--- src/rtl/ctrl_pkg.sv ---
//------------------------------------------------------------------------------
// Module  : ctrl_pkg
// Brief   : Shared FSM states, opcodes and ALU encodings for mc_control_unit.
// Rev     : 1.0 - initial release
//------------------------------------------------------------------------------
`default_nettype none

package ctrl_pkg;

  typedef enum logic [2:0] {
    FETCH  = 3'd0,
    DECODE = 3'd1,
    EXEC   = 3'd2,
    MEM    = 3'd3,
    WB     = 3'd4
  } state_t;

  localparam logic [6:0] c_opc_r      = 7'b0110011;
  localparam logic [6:0] c_opc_i      = 7'b0010011;
  localparam logic [6:0] c_opc_load   = 7'b0000011;
  localparam logic [6:0] c_opc_store  = 7'b0100011;
  localparam logic [6:0] c_opc_branch = 7'b1100011;
  localparam logic [6:0] c_opc_jal    = 7'b1101111;

  // funct7 value that selects the multiply/divide extension space
  localparam logic [6:0] c_f7_ext     = 7'b0000001;

  localparam logic [1:0] c_aluop_mem  = 2'b00;
  localparam logic [1:0] c_aluop_br   = 2'b01;
  localparam logic [1:0] c_aluop_r    = 2'b10;
  localparam logic [1:0] c_aluop_i    = 2'b11;

  localparam logic [3:0] c_alu_add    = 4'b0000;
  localparam logic [3:0] c_alu_sub    = 4'b0001;
  localparam logic [3:0] c_alu_and    = 4'b0010;
  localparam logic [3:0] c_alu_or     = 4'b0011;
  localparam logic [3:0] c_alu_xor    = 4'b0100;
  localparam logic [3:0] c_alu_sll    = 4'b0101;
  localparam logic [3:0] c_alu_srl    = 4'b0110;
  localparam logic [3:0] c_alu_sra    = 4'b0111;
  localparam logic [3:0] c_alu_slt    = 4'b1000;
  localparam logic [3:0] c_alu_sltu   = 4'b1001;
  localparam logic [3:0] c_alu_mul    = 4'b1010;

endpackage

`default_nettype wire

--- src/rtl/alu_ctrl_dec.sv ---
//------------------------------------------------------------------------------
// Module  : alu_ctrl_dec
// Brief   : Combinational ALUOp/funct3/funct7 to ALU function decode.
//           MUL decode is present only when MUL_EXT_EN is defined.
// Rev     : 1.0 - initial release
//------------------------------------------------------------------------------
`default_nettype none

module alu_ctrl_dec
  import ctrl_pkg::*;
(
  input  logic [1:0] aluop,
  input  logic [2:0] funct3,
  input  logic [6:0] funct7,
  output logic [3:0] alu_ctrl
);

`ifndef MUL_EXT_EN
  logic w_unused;
  assign w_unused = ^{funct7[6], funct7[4:0]};
`endif

  always_comb begin
    alu_ctrl = c_alu_add;
    case (aluop)
      c_aluop_mem: alu_ctrl = c_alu_add;
      c_aluop_br:  alu_ctrl = c_alu_sub;
      default: begin
        case (funct3)
          3'b000: begin
            // SUB exists only for register-register operations
            alu_ctrl = (aluop == c_aluop_r && funct7[5]) ? c_alu_sub : c_alu_add;
`ifdef MUL_EXT_EN
            if (aluop == c_aluop_r && funct7 == c_f7_ext) alu_ctrl = c_alu_mul;
`endif
          end
          3'b001:  alu_ctrl = c_alu_sll;
          3'b010:  alu_ctrl = c_alu_slt;
          3'b011:  alu_ctrl = c_alu_sltu;
          3'b100:  alu_ctrl = c_alu_xor;
          3'b101:  alu_ctrl = funct7[5] ? c_alu_sra : c_alu_srl;
          3'b110:  alu_ctrl = c_alu_or;
          default: alu_ctrl = c_alu_and;
        endcase
      end
    endcase
  end

endmodule

`default_nettype wire

--- src/rtl/mc_control_unit.sv ---
//------------------------------------------------------------------------------
// Module  : mc_control_unit
// Brief   : Multi-cycle CPU control FSM (FETCH/DECODE/EXEC/MEM/WB).
//           Optional feature macro: MUL_EXT_EN (multi-cycle MUL support).
// Rev     : 1.0 - initial release
//------------------------------------------------------------------------------
`default_nettype none

module mc_control_unit
  import ctrl_pkg::*;
#(
  parameter int OPLEN = 7
) (
  input  logic             clk,
  input  logic             rst,
  input  logic [OPLEN-1:0] op,
  input  logic [2:0]       funct3,
  input  logic [6:0]       funct7,
  input  logic             mem_ready,
  input  logic             alu_done,
  output logic             mem_req,
  output logic             IRWrite,
  output logic             PCWrite,
  output logic             memtoreg,
  output logic [1:0]       ALUOp,
  output logic             ALUSrc,
  output logic             RegWrite,
  output logic             MemRead,
  output logic             MemWrite,
  output logic             branch,
  output logic             pc_signal,
  output logic [3:0]       ALUOp_control,
  output logic             illegal,
  output logic             instr_done
);

  state_t     r_state;
  state_t     w_next;
  logic       r_mem_req, r_memread, r_memwrite, r_regwrite, r_memtoreg;
  logic       r_alusrc, r_branch, r_pc_signal, r_jal_pcwrite, r_done;
  logic       r_in_fetch, r_in_decode, r_store_mem;
  logic [1:0] r_aluop;
  logic [1:0] w_aluop_class;
  logic       w_is_r, w_is_i, w_is_ld, w_is_st, w_is_br, w_is_jal;
  logic       w_ext, w_is_mul, w_alu_wait, w_legal, w_hs;

  assign w_is_r   = (op == OPLEN'(c_opc_r));
  assign w_is_i   = (op == OPLEN'(c_opc_i));
  assign w_is_ld  = (op == OPLEN'(c_opc_load));
  assign w_is_st  = (op == OPLEN'(c_opc_store));
  assign w_is_br  = (op == OPLEN'(c_opc_branch));
  assign w_is_jal = (op == OPLEN'(c_opc_jal));
  assign w_ext    = (funct7 == c_f7_ext);

`ifdef MUL_EXT_EN
  assign w_is_mul   = w_is_r && w_ext && (funct3 == 3'b000);
  assign w_alu_wait = w_is_mul && !alu_done;
`else
  logic w_unused;
  assign w_unused   = alu_done;
  assign w_is_mul   = 1'b0;
  assign w_alu_wait = 1'b0;
`endif

  assign w_legal = (w_is_r && (!w_ext || w_is_mul)) || w_is_i || w_is_ld ||
                   w_is_st || w_is_br || w_is_jal;

  assign w_aluop_class = w_is_r  ? c_aluop_r  :
                         w_is_i  ? c_aluop_i  :
                         w_is_br ? c_aluop_br : c_aluop_mem;

  // Handshake completions are ignored while reset is asserted
  assign w_hs = mem_ready && !rst;

  always_comb begin
    w_next = r_state;
    case (r_state)
      FETCH:   if (mem_ready) w_next = DECODE;
      DECODE:  w_next = w_legal ? EXEC : FETCH;
      EXEC: begin
        if (w_is_ld || w_is_st) w_next = MEM;
        else if (w_is_br)       w_next = FETCH;
        else if (!w_alu_wait)   w_next = WB;
      end
      MEM:     if (mem_ready) w_next = w_is_ld ? WB : FETCH;
      WB:      w_next = FETCH;
      default: w_next = FETCH;
    endcase
  end

  // Outputs are registered from the destination state; op is stable from DECODE on
  always_ff @(posedge clk) begin
    if (rst) begin
      r_state       <= FETCH;
      r_mem_req     <= 1'b1;
      r_memread     <= 1'b1;
      r_memwrite    <= 1'b0;
      r_store_mem   <= 1'b0;
      r_in_fetch    <= 1'b1;
      r_in_decode   <= 1'b0;
      r_alusrc      <= 1'b0;
      r_aluop       <= c_aluop_mem;
      r_branch      <= 1'b0;
      r_pc_signal   <= 1'b0;
      r_jal_pcwrite <= 1'b0;
      r_done        <= 1'b0;
      r_regwrite    <= 1'b0;
      r_memtoreg    <= 1'b0;
    end else begin
      r_state       <= w_next;
      r_mem_req     <= (w_next == FETCH) || (w_next == MEM);
      r_memread     <= (w_next == FETCH) || (w_next == MEM && w_is_ld);
      r_memwrite    <= (w_next == MEM) && w_is_st;
      r_store_mem   <= (w_next == MEM) && w_is_st;
      r_in_fetch    <= (w_next == FETCH);
      r_in_decode   <= (w_next == DECODE);
      r_alusrc      <= (w_next == EXEC) && (w_is_i || w_is_ld || w_is_st);
      r_aluop       <= (w_next == EXEC || w_next == MEM) ? w_aluop_class : c_aluop_mem;
      r_branch      <= (w_next == EXEC) && w_is_br;
      r_pc_signal   <= (w_next == EXEC) && w_is_jal;
      r_jal_pcwrite <= (w_next == EXEC) && w_is_jal;
      r_done        <= ((w_next == EXEC) && w_is_br) || (w_next == WB);
      r_regwrite    <= (w_next == WB);
      r_memtoreg    <= (w_next == WB) && w_is_ld;
    end
  end

  assign mem_req    = r_mem_req;
  assign MemRead    = r_memread;
  assign MemWrite   = r_memwrite;
  assign ALUSrc     = r_alusrc;
  assign ALUOp      = r_aluop;
  assign branch     = r_branch;
  assign pc_signal  = r_pc_signal;
  assign RegWrite   = r_regwrite;
  assign memtoreg   = r_memtoreg;
  assign IRWrite    = r_in_fetch && w_hs;
  assign PCWrite    = (r_in_fetch && w_hs) || r_jal_pcwrite;
  assign instr_done = r_done || (r_store_mem && w_hs);
  assign illegal    = r_in_decode && !w_legal;

  alu_ctrl_dec u_alu_ctrl_dec (
    .aluop    (r_aluop),
    .funct3   (funct3),
    .funct7   (funct7),
    .alu_ctrl (ALUOp_control)
  );

endmodule

`default_nettype wire

--- config.mk ---
export PLATFORM = sky130hd
export DESIGN_NAME = mc_control_unit
export DESIGN_NICKNAME = d
export VERILOG_FILES = /design/src/rtl/ctrl_pkg.sv /design/src/rtl/alu_ctrl_dec.sv /design/src/rtl/mc_control_unit.sv
export SDC_FILE = /design/constraint.sdc
export NUM_CORES = 1
export LEC_CHECK = 0
export BUFFER_PORTS_ARGS = -buffer_cell sky130_fd_sc_hd__buf_4
export CAP_MARGIN = 20
export CORE_UTILIZATION = 35
export CTS_CLUSTER_DIAMETER = 30
export DETAILED_ROUTE_END_ITERATION = 8
export HOLD_SLACK_MARGIN = 0.1
export SYNTH_ARGS = -nofsm -noshare
export SYNTH_HDL_FRONTEND = slang
export SYNTH_SLANG_ARGS = --single-unit
export TNS_END_PERCENT = 10
--- constraint.sdc ---
create_clock -name clk -period 2.8 [get_ports clk]
set_clock_uncertainty 0.05 [all_clocks]
set_input_delay 0.14 -clock clk [delete_from_list [all_inputs] [get_ports clk]]
set_output_delay 0.14 -clock clk [all_outputs]
set_load 0.1 [all_outputs]
==> summary.txt <==
Clocking
  • Skew-Pair Late Insertion Delay: 0.28 ns
  • Num Clock Sinks: 16
  • H-tree Lvls: 1
  • CTS tree: yes
  • Hold Buf Count CTS: 3
  • CTS clock-pin slew for the worst setup and hold paths: 0.09 ns
  • Root buf cell: clkbuf_4
  • Deepest clock path buffer count: 2
  • Setup Buffers After CTS: 0
  • Post-CTS Resized: 0
  • CTS Buf Count: 3

Pwr
  • Int Pwr: 0.347 mW
  • Sw frac: 27.4%
  • Switch Pwr: 0.131 mW
  • Combinational Power Share: 19.7%
  • LEAKAGE: 0.524 nW
  • Final Power: 0.478 mW
  • Peak VDD IR: 392 uV
  • Cell area power density: 410 nW/um^2
  • Clk network pwr share: 31.5%
  • Sequential share of power: 48.8%

Synthesis
  • Syn_area_per_cell: 9.21 sq um
  • Largest family of logic cells by synthesized area: simple AND/OR/NAND/NOR gates
  • Mapped cell area: 792 sq um
  • Post-Synthesis Cells: 86
  • Syn nets: 107
  • Post-synth cell types: 39
  • Register area share after synthesis: 40.4%
  • Synth warnings: 0
  • Synth Area in XOR/XNOR: 0%
  • Biggest area consumer among synthesized cells: dfxtp_1
  • Synth Area in Adders: 0%
  • Synth Register Bits: 16
  • EDFF count, synth: 0
  • Ys async rst share: 0%
  • Area share of the largest cell type after synthesis: 40.4%
  • Top FF cell, synth: dfxtp_1
  • Area fraction in compound gates after synthesis: 21.0%
  • Multiplexer share of the synthesized area: 0%
  • Synth area leaders: dfxtp_1 40%, nor2_1 6.2%, a32oi_4 3.5%, nand4bb_4 3.5%, o21a_1 2.8%
  • Simple logic cell fraction of the synthesized area: 35.4%

Final layout
  • Commonest cells after routing, fill and taps aside: 37 x buf_4, 16 x dfxtp_1, 13 x nor2_1
  • Synthesis-to-finish area growth: 47.1%
  • Finished Layout Cells: 155
  • Diodes inserted: 0
  • Fraction of layout cells with a size suffix above 1: 39.8%
  • Final nets: 150
  • Most common cell after layout, fill and taps aside: buf_4
  • Fill cell count: 209

Global routing
  • GR Overflow Total: 0
  • Largest net degree at the start of global routing: 11
  • Vias in the first global route: 726
  • Initial antenna violation count: 0
  • First-pass GRT wire length: 3070 microns
  • Total track usage: 16.3%

Timing
  • Final setup violation count: 0
  • Slew Viols, Final: 0
  • Period Utilization, post-route: 75.2%
  • Rel. slew slack: 47.7%
  • Final Critical Period: 2.11 ns
  • Worst slew pin tran: 0.775 ns
  • Final hold vios: 0
  • Setup TNS Final: 0 ns
  • Fmax: 475 MHz
  • Setup repair after global routing missed its margin: false
  • Hold slack: 0.128 ns
  • Setup ws final: 0.695 ns

Die
  • Row count: 16
  • Core area: 2040 sq um
  • Die Height: 49.6 microns
  • Die width: 49.6 microns
  • IO Count: 39
  • Die ar.: 2460 sq um
  • Initial core utilization: 38.8%

Place
  • RD Place Congestion: 0.800
  • DP HPWL: 1430 microns
  • PortBufs: 37
  • Pre-CTS setup slack: 1.09 ns
  • Cells after DPL: 148

Setup path
  • FF-to-FF path depth: 4
  • CP dominant cell by count: buf_4
  • Critical path arrival: 1.92 ns
  • Worst Setup Path Type: input port to output port
  • Critical path launch point type: input port
  • Critical Path RT: 2.61 ns
  • CP max stage delay: 0.54 ns
  • Crit-path max FO: 10
  • CP Capture Type: output port
  • CP cell instances: dlygate4sd3_1 -> buf_4 -> nand4_1 -> o31ai_1 -> a32oi_1 -> and2_1 -> buf_4
  • Critical path's slowest cell: dlygate4sd3_1

Run
  • Max-cap violations: 0

Routing
  • DRC: 0
  • Wirelength per Cell: 11.8 microns
  • Routed Antenna Nets: 0
  • DRT Pass-1 Iters: 4
  • Vias: 760
  • Starting DRC count in detailed routing: 13
  • Final WL: 1830 microns
  • Post-DR vias/cell: 4.90

Run status
  • Status: complete, no violations

Min path
  • Hold Path Depth: 3
  • Hold Path Class: input port to register
==> cell usage after synthesis, types with 2 or more instances <==
cell type	count
o21a_1	3
and2_1	3
nor4_1	2
and3_1	3
nand2_1	5
nand4_1	2
inv_1	4
o21ai_0	2
nor2_1	13
nor3_1	2
nor2b_1	3
dfxtp_1	16
a21o_1	2
==> cell families after synthesis <==
logic type / Yosys count
and+or+nand+nor: 45
AOI/OAI and AO/OA: 19
DFF: 16
buffers and inverters: 6
==> through the flow <==
step / area [sq um] / utilization (%)
floorplan: 797 / -
global placement: 1100 / 53.8
detailed placement: 1100 / 53.8
CTS: 1160 / 57.0
global route: 1160 / 57.0
finish: 1160 / 57.0
==> layer usage <==
metal,vias up,GRT usage [%],share of wire (%)
met1,338,19.5,47
li1,398,-,-
met4,0,4.29,0.87
met5,-,0,0
met2,20,27.9,47
met3,4,4.94,4.6
==> worst max-delay path, delay by kind of cell <==
family / cells / cell delay, ns
buffers and inverters: 3 / 1.00
and+or+nand+nor: 2 / 0.34
AOI/OAI and AO/OA: 2 / 0.43
==> sequential cells by signal (all words and copies together), names as in the netlist <==
name           count
ALUOp              2
RegWrite           1
ALUSrc             1
MemRead            1
r_in_decode        1
r_jal_pcwrite      1
r_in_fetch         1
branch             1
memtoreg           1
r_store_mem        1
r_done             1
mem_req            1
r_state            3
==> power by group through the flow <==
stage,Sequential [mW],Combinational (mW),Clock [mW]
final,0.233,0.0943,0.150
after global routing,0.234,0.100,0.174
after CTS,0.233,0.0945,0.157
after detailed placement,0.239,0.0909,0
after global placement,0.239,0.0898,0
after floorplan,0.249,0.0436,0
==> worst paths after layout <==
kind / slack (ns) / to / from
setup / recovery: 0.69 / illegal / op[5]
hold / removal: 0.13 / r_jal_pcwrite / op[0]
setup reg to reg: 1.21 / MemRead / r_state[1]
hold reg to reg: 0.46 / r_in_decode / r_state[2]
==> cell type report <==
type,count,area [sq um],share of cell area [%]
multi-input cells,64,452,38.8
flip-flops and latches,16,320,27.5
repair buffers,40,308,26.4
clock buffers,4,36.3,3.11
well taps,27,33.8,2.90
inverters,4,15.0,1.29
Power figures use the tool's default switching activity.
